===== config.mk =====
export PLATFORM = sky130hd
export DESIGN_NAME = mem_bus_arbiter
export DESIGN_NICKNAME = d
export VERILOG_FILES = /design/src/rtl/mem_bus_arbiter.sv
export SDC_FILE = /design/constraint.sdc
export NUM_CORES = 1
export LEC_CHECK = 0
export CORE_AREA = 2 2 202 204
export DETAILED_ROUTE_END_ITERATION = 10
export DIE_AREA = 0 0 204 206
export PLACE_DENSITY = 0.56
export SKIP_CTS_REPAIR_TIMING = 1
export SYNTH_ARGS = -nofsm -noshare
export SYNTH_HDL_FRONTEND = slang
export SYNTH_SLANG_ARGS = --single-unit

===== constraint.sdc =====
create_clock -name clk -period 2.3 [get_ports clk]
set_clock_uncertainty 0.2 [all_clocks]
set_input_delay 0.46 -clock clk [delete_from_list [all_inputs] [get_ports clk]]
set_output_delay 0.46 -clock clk [all_outputs]
set_load 0.05 [all_outputs]

===== src/rtl/mem_bus_arbiter.sv =====
// Two-to-one arbiter putting the fetch and data ports onto one shared memory bus.
// Fixed data-over-fetch priority by default; define ARB_RR_EN for round-robin on ties.
module mem_bus_arbiter #(
    parameter int AW = 64,
    parameter int DW = 64
) (
    input  logic              clk,
    input  logic              reset,
    input  logic              i_valid,
    input  logic [AW-1:0]     i_addr,
    input  logic [2:0]        i_size,
    output logic              i_addr_ok,
    output logic              i_data_ok,
    output logic [31:0]       i_data,
    input  logic              d_valid,
    input  logic [AW-1:0]     d_addr,
    input  logic [2:0]        d_size,
    input  logic [DW/8-1:0]   d_strobe,
    input  logic [DW-1:0]     d_wdata,
    output logic              d_addr_ok,
    output logic              d_data_ok,
    output logic [DW-1:0]     d_rdata,
    output logic              c_valid,
    output logic [AW-1:0]     c_addr,
    output logic [2:0]        c_size,
    output logic [DW/8-1:0]   c_strobe,
    output logic [DW-1:0]     c_wdata,
    input  logic              c_data_ok,
    input  logic [DW-1:0]     c_rdata
);

    typedef enum logic [1:0] {
        IDLE  = 2'd0,
        OWN_I = 2'd1,
        OWN_D = 2'd2
    } state_t;

    state_t              r_state;
    state_t              w_next;
    logic [AW-1:0]       r_addr;
    logic [2:0]          r_size;
    logic [DW/8-1:0]     r_strobe;
    logic [DW-1:0]       r_wdata;
    logic                w_idle;
    logic                w_pick_d;
    logic                w_pick_i;
    logic                w_gnt_d;
    logic                w_gnt_i;
    logic [31:0]         w_word;

`ifdef ARB_RR_EN
    logic                r_last_d;

    // Tie goes to whoever did not win last; a lone request always wins.
    always_comb begin
        w_pick_d = d_valid && !(i_valid && r_last_d);
        w_pick_i = i_valid && !w_pick_d;
    end

    // Remember the most recent winner on every grant.
    always_ff @(posedge clk) begin
        if (reset) begin
            r_last_d <= 1'b1;
        end else if (w_gnt_d) begin
            r_last_d <= 1'b1;
        end else if (w_gnt_i) begin
            r_last_d <= 1'b0;
        end
    end
`else
    // Fixed priority: data beats fetch.
    always_comb begin
        w_pick_d = d_valid;
        w_pick_i = i_valid && !d_valid;
    end
`endif

    // Grants only happen from IDLE and never while reset is held.
    always_comb begin
        w_idle  = (r_state == IDLE) && !reset;
        w_gnt_d = w_idle && w_pick_d;
        w_gnt_i = w_idle && w_pick_i;
        w_word  = r_addr[2] ? c_rdata[63:32] : c_rdata[31:0];
    end

    // State register and request latch.
    always_ff @(posedge clk) begin
        if (reset) begin
            r_state  <= IDLE;
            r_addr   <= '0;
            r_size   <= '0;
            r_strobe <= '0;
            r_wdata  <= '0;
        end else begin
            r_state <= w_next;
            if (w_gnt_d) begin
                r_addr   <= d_addr;
                r_size   <= d_size;
                r_strobe <= d_strobe;
                r_wdata  <= d_wdata;
            end else if (w_gnt_i) begin
                r_addr   <= i_addr;
                r_size   <= i_size;
                r_strobe <= '0;
                r_wdata  <= '0;
            end
        end
    end

    // Next-state logic and handshake/bus outputs.
    always_comb begin
        w_next    = r_state;
        i_addr_ok = w_gnt_i;
        d_addr_ok = w_gnt_d;
        i_data_ok = 1'b0;
        d_data_ok = 1'b0;
        i_data    = '0;
        d_rdata   = '0;
        c_valid   = 1'b0;
        c_addr    = r_addr;
        c_size    = r_size;
        c_strobe  = r_strobe;
        c_wdata   = r_wdata;
        unique case (r_state)
            IDLE: begin
                if (w_gnt_d) begin
                    w_next = OWN_D;
                end else if (w_gnt_i) begin
                    w_next = OWN_I;
                end
            end
            OWN_I: begin
                c_valid = !reset;
                if (c_data_ok) begin
                    w_next = IDLE;
                end
                if (c_data_ok && !reset) begin
                    i_data_ok = 1'b1;
                    i_data    = w_word;
                end
            end
            OWN_D: begin
                c_valid = !reset;
                if (c_data_ok) begin
                    w_next = IDLE;
                end
                if (c_data_ok && !reset) begin
                    d_data_ok = 1'b1;
                    d_rdata   = c_rdata;
                end
            end
            default: w_next = IDLE;
        endcase
    end

endmodule


After elaboration in Yosys (flattened, before gate mapping)
Index checks and enable logic that the tools add are counted.
{"block": "totals", "elab_cells": 41, "input_bits": 275, "out_inout_bits": 240, "reg_bits": 141}
{"block": "classes", "mux": 21, "eq_ne": 4, "n_reduce_logical": 11}
{"cell": "64-bit two-way mux", "count": 6}
{"cell": "32-bit two-way mux", "count": 3}
{"cell": "8-bit two-way mux", "count": 2}
{"cell": "2-bit two-way mux", "count": 3}
{"cell": "3-bit two-way mux", "count": 2}
{"cell": "1-bit logical AND", "count": 5}
{"cell": "1-bit two-way mux", "count": 4}
{"cell": "2-bit one-hot mux with 2 select lines", "count": 1}
{"cell": "3-bit != test (second input constant)", "count": 1}
{"cell": "2-bit by 1-bit == test with 1-bit output (second input constant)", "count": 1}
{"cell": "2-bit == test (second input constant)", "count": 1}
{"cell": "1-bit logical NOT", "count": 2}
{"cell": "2-bit logical NOT", "count": 1}
{"cell": "2-bit by 1-bit != test with 1-bit output (second input constant)", "count": 1}
{"cell": "2-bit AND reduction", "count": 1}
{"cell": "2-bit nonzero test", "count": 1}
{"cell": "2-bit OR reduction", "count": 1}

Depth between registers and ports, before layout
{"block": "logic_depth", "word_depth": 6, "ltp_mapped": 9}

Worst setup path after synthesis
Ideal clock, no wire load.
{"block": "synth_timing", "path_type": "reg2out", "from": "register r_addr[2] (netlist: c_addr[2])", "to": "output port i_data[21]", "stages_incl_launch_ff": 5, "required_ns": 1.640, "arrival_ns": 2.153, "path_slack_ns": -0.513, "cell_sequence": "dfxtp_1 -> clkbuf_1 -> clkbuf_1 -> mux2i_1 -> nor2_1"}
{"block": "synth_between", "elab_chain_cells": 3}
{"element": "start, declared", "line": "40", "text": "logic [AW-1:0] r_addr;"}
{"element": "start signal, assigned", "line": "97", "text": "r_addr <= d_addr;"}
{"element": "start signal, assigned", "line": "102", "text": "r_addr <= i_addr;"}
{"element": "32-bit two-way mux", "line": "83", "text": "w_word = r_addr[2] ? c_rdata[63:32] : c_rdata[31:0];"}
{"element": "32-bit two-way mux", "line": "137", "text": "if (c_data_ok && !reset) begin"}
{"element": "32-bit two-way mux", "line": "124", "text": "unique case (r_state)"}
{"element": "end, declared", "line": "14", "text": "output logic [31:0] i_data,"}
No other way between the ends.

Worst setup path after layout
{"block": "layout_timing", "from": "register r_state[0]", "to": "output port d_rdata[11]"}
{"block": "layout_between", "elab_chain_cells": 2}
{"element": "start, declared", "line": "38", "text": "state_t r_state;"}
{"element": "start signal, assigned", "line": "95", "text": "r_state <= w_next;"}
{"element": "2-bit == test", "line": "124"}
{"element": "64-bit two-way mux", "line": "124"}
{"element": "end, declared", "line": "22", "text": "output logic [DW-1:0] d_rdata,"}
No other way between the ends.

==> flow_summary.toml <==
[power_and_ir_drop]
max-vdd-ir-drop_uv = 430
power.density_nw_per_um2 = 607
total_power_mw = 8.82
power_leakage_nw = 6.11

[worst_setup_path]
start_kind = "flip-flop"
crit_fanout = 8
worstSetupEndpointType = "output port"
critPathArrivalTime_ps = 1850
required_ps = 1640
ff2ff_setup_slack_ps = 230
critical_path_class = "reg2out"

[final_layout]
area.sequential_um2 = 2830
area_delta_synth_final_pct = 126
final_common_cell = "clkdlybuf4s50_1"
fill_cells = 3973
multi_input_area_um2 = 3610
diodes = 0
drive_gt1_share_pct = 27.9
nets = 1418
layout_common_cells = "clkdlybuf4s50_1 (361), dfxtp_1 (138), buf_12 (115)"

[logic_synthesis]
synth_cells = 634
avgSynthCellArea_um2 = 10.1
seq_area_frac_synth_pct = 43.9
yosys_warnings = 0
post_synth_instance_area_um2 = 6430
yosysUniqueCellTypes = 22
syn_nets = 912
synth_seq_cells = 141

[timing]
max_freq_mhz = 399
period_needed_ps = 2510
hold_violations = 0
timing.final.ws_setup_ps = -208
relSlewSlack_pct = 59.6
tns_ps = -13830
worst_pin_slew_ps = 606
rsz0062_at_grt = "true"
slew_violations = 0
setup_viol = 100
min_period_over_period_pct = 109
hold_slack_ps = 94.0

[route]
drt_iter0_drc = 233
vias_per_cell = 4.09
drt-total-wl_um = 30800
routedWlPerCell_um = 18.3
antenna_left = 0
first_pass_iters = 4
num_vias = 6886
drt_drc_violations_left = 0

[placement]
place.gp.congestion = 0.812
dpl.hpwl_um = 23600
port_buffers = 514

[worst_hold_path]
hp-class = "in2reg"

[clock_network]
cts_tree = "done"
root_buffer = "clkbuf_16"
path_clk_slew_ps = 60
h-tree-depth = 4
cts_buffer_depth = 2
cts_inserted_buffers = 17
cts_num_sinks = 141
worstSkewPairLatency_ps = 430

[die]
coreArea_um2 = 40200
fp.dieW_um = 204
dieArea_um2 = 42000
ioPinCount = 515
rows = 74
fp.dieH_um = 206
initial_core_util_pct = 16.0

[status]
status = "complete, but fails checks"
violations = "negative setup slack"

[global_routing]
grt_pass1_vias = 6864
grt_pass1_wl_um = 42200
grt_max_degree = 66
grt_overflow = 0
antenna_found_initial = 0
grt_usage_pct = 13.3

[run]
cap_viol_max_count = 0
==> final cells by class <==
cell class              count  area share (%)
well taps                 532            4.58
clock inverters            12            1.10
repair buffers            556            46.8
inverters                   3          0.0775
flip-flops and latches    141            19.5
multi-input cells         421            24.9
clock buffers              20            3.08
==> worst paths after layout <==
path                                                from                        to  cells after the start
worst max-delay path             r_state[0]$_SDFFE_PP0P_               d_rdata[11]                      7
worst min-delay path                               reset   r_state[0]$_SDFFE_PP0P_                      2
worst max register to register   r_state[0]$_SDFFE_PP0P_   c_addr[49]$_SDFFE_PP0P_                      8
worst min register to register  c_strobe[3]$_SDFFE_PP0P_  c_strobe[3]$_SDFFE_PP0P_                      1
==> per-stage QoR <==
step	util (%)	area [um^2]	cells	worst slack, ps
2_1_floorplan	-	6660	634	-104
3_3_place_gp	33.7	13500	1644	-112
3_5_place_dp	33.7	13500	1644	-150
4_1_cts	35.2	14200	1676	-250
5_1_grt	36.1	14500	1685	-284
6_report	36.1	14500	1685	-208
==> sequential cells by signal (all words and copies together), names as in the netlist <==
register,count
c_size,3
c_wdata,64
c_addr,64
c_strobe,8
r_state,2
==> synthesized netlist by cell type <==
library cell  count  area, um^2
and2_1           66         413
a211oi_1         38         285
nor2b_1           2        12.5
a21o_1            1        7.51
nand2b_1          3        18.8
a21oi_2           1        8.76
nand3b_1          1        7.51
and3b_1           2        17.5
clkbuf_1         36         135
nand3_1           1        5.00
buf_1            10        37.5
dfxtp_1         141        2820
a22o_1           72         631
a211oi_2         30         375
ha_1              3        37.5
a21oi_1          69         345
buf_2            19        95.1
inv_1             3        11.3
nor2_1           32         120
buf_6             4        45.0
or2_1             1        6.26
mux2i_1          99         991
==> where the power goes <==
part | internal (mW) | switching [mW]
Combinational | 1.37 | 1.75
Sequential | 2.68 | 0.133
Clock | 1.75 | 1.15
Total | 5.79 | 3.03
==> cell families after synthesis <==
kind of cell,after synthesis,share of synthesized area (%)
adder cells (fa/ha/maj),3,0.584
buffers and inverters,72,5.04
multiplexers,99,15.4
AO/OA/AOI/OAI,211,25.7
AND/OR/NAND/NOR,108,9.34
flip-flops,141,43.9
==> critical path, stage by stage (launching register included) <==
cell,delay [ps]
dfxtp_2,350
inv_2,50
ha_4,140
and3b_4,190
buf_12,150
clkbuf_16,170
and2_2,210
buf_12,150
==> layer usage <==
metal	global-route usage (%)	up-vias	wire, um	share of wire, %
li1	-	3332	-	-
met1	15.4	3250	12200	40
met2	23.6	271	15700	51
met3	4.08	33	2320	7.5
met4	4.06	0	581	1.9
met5	0	-	0	0
Power figures use the tool's default switching activity.
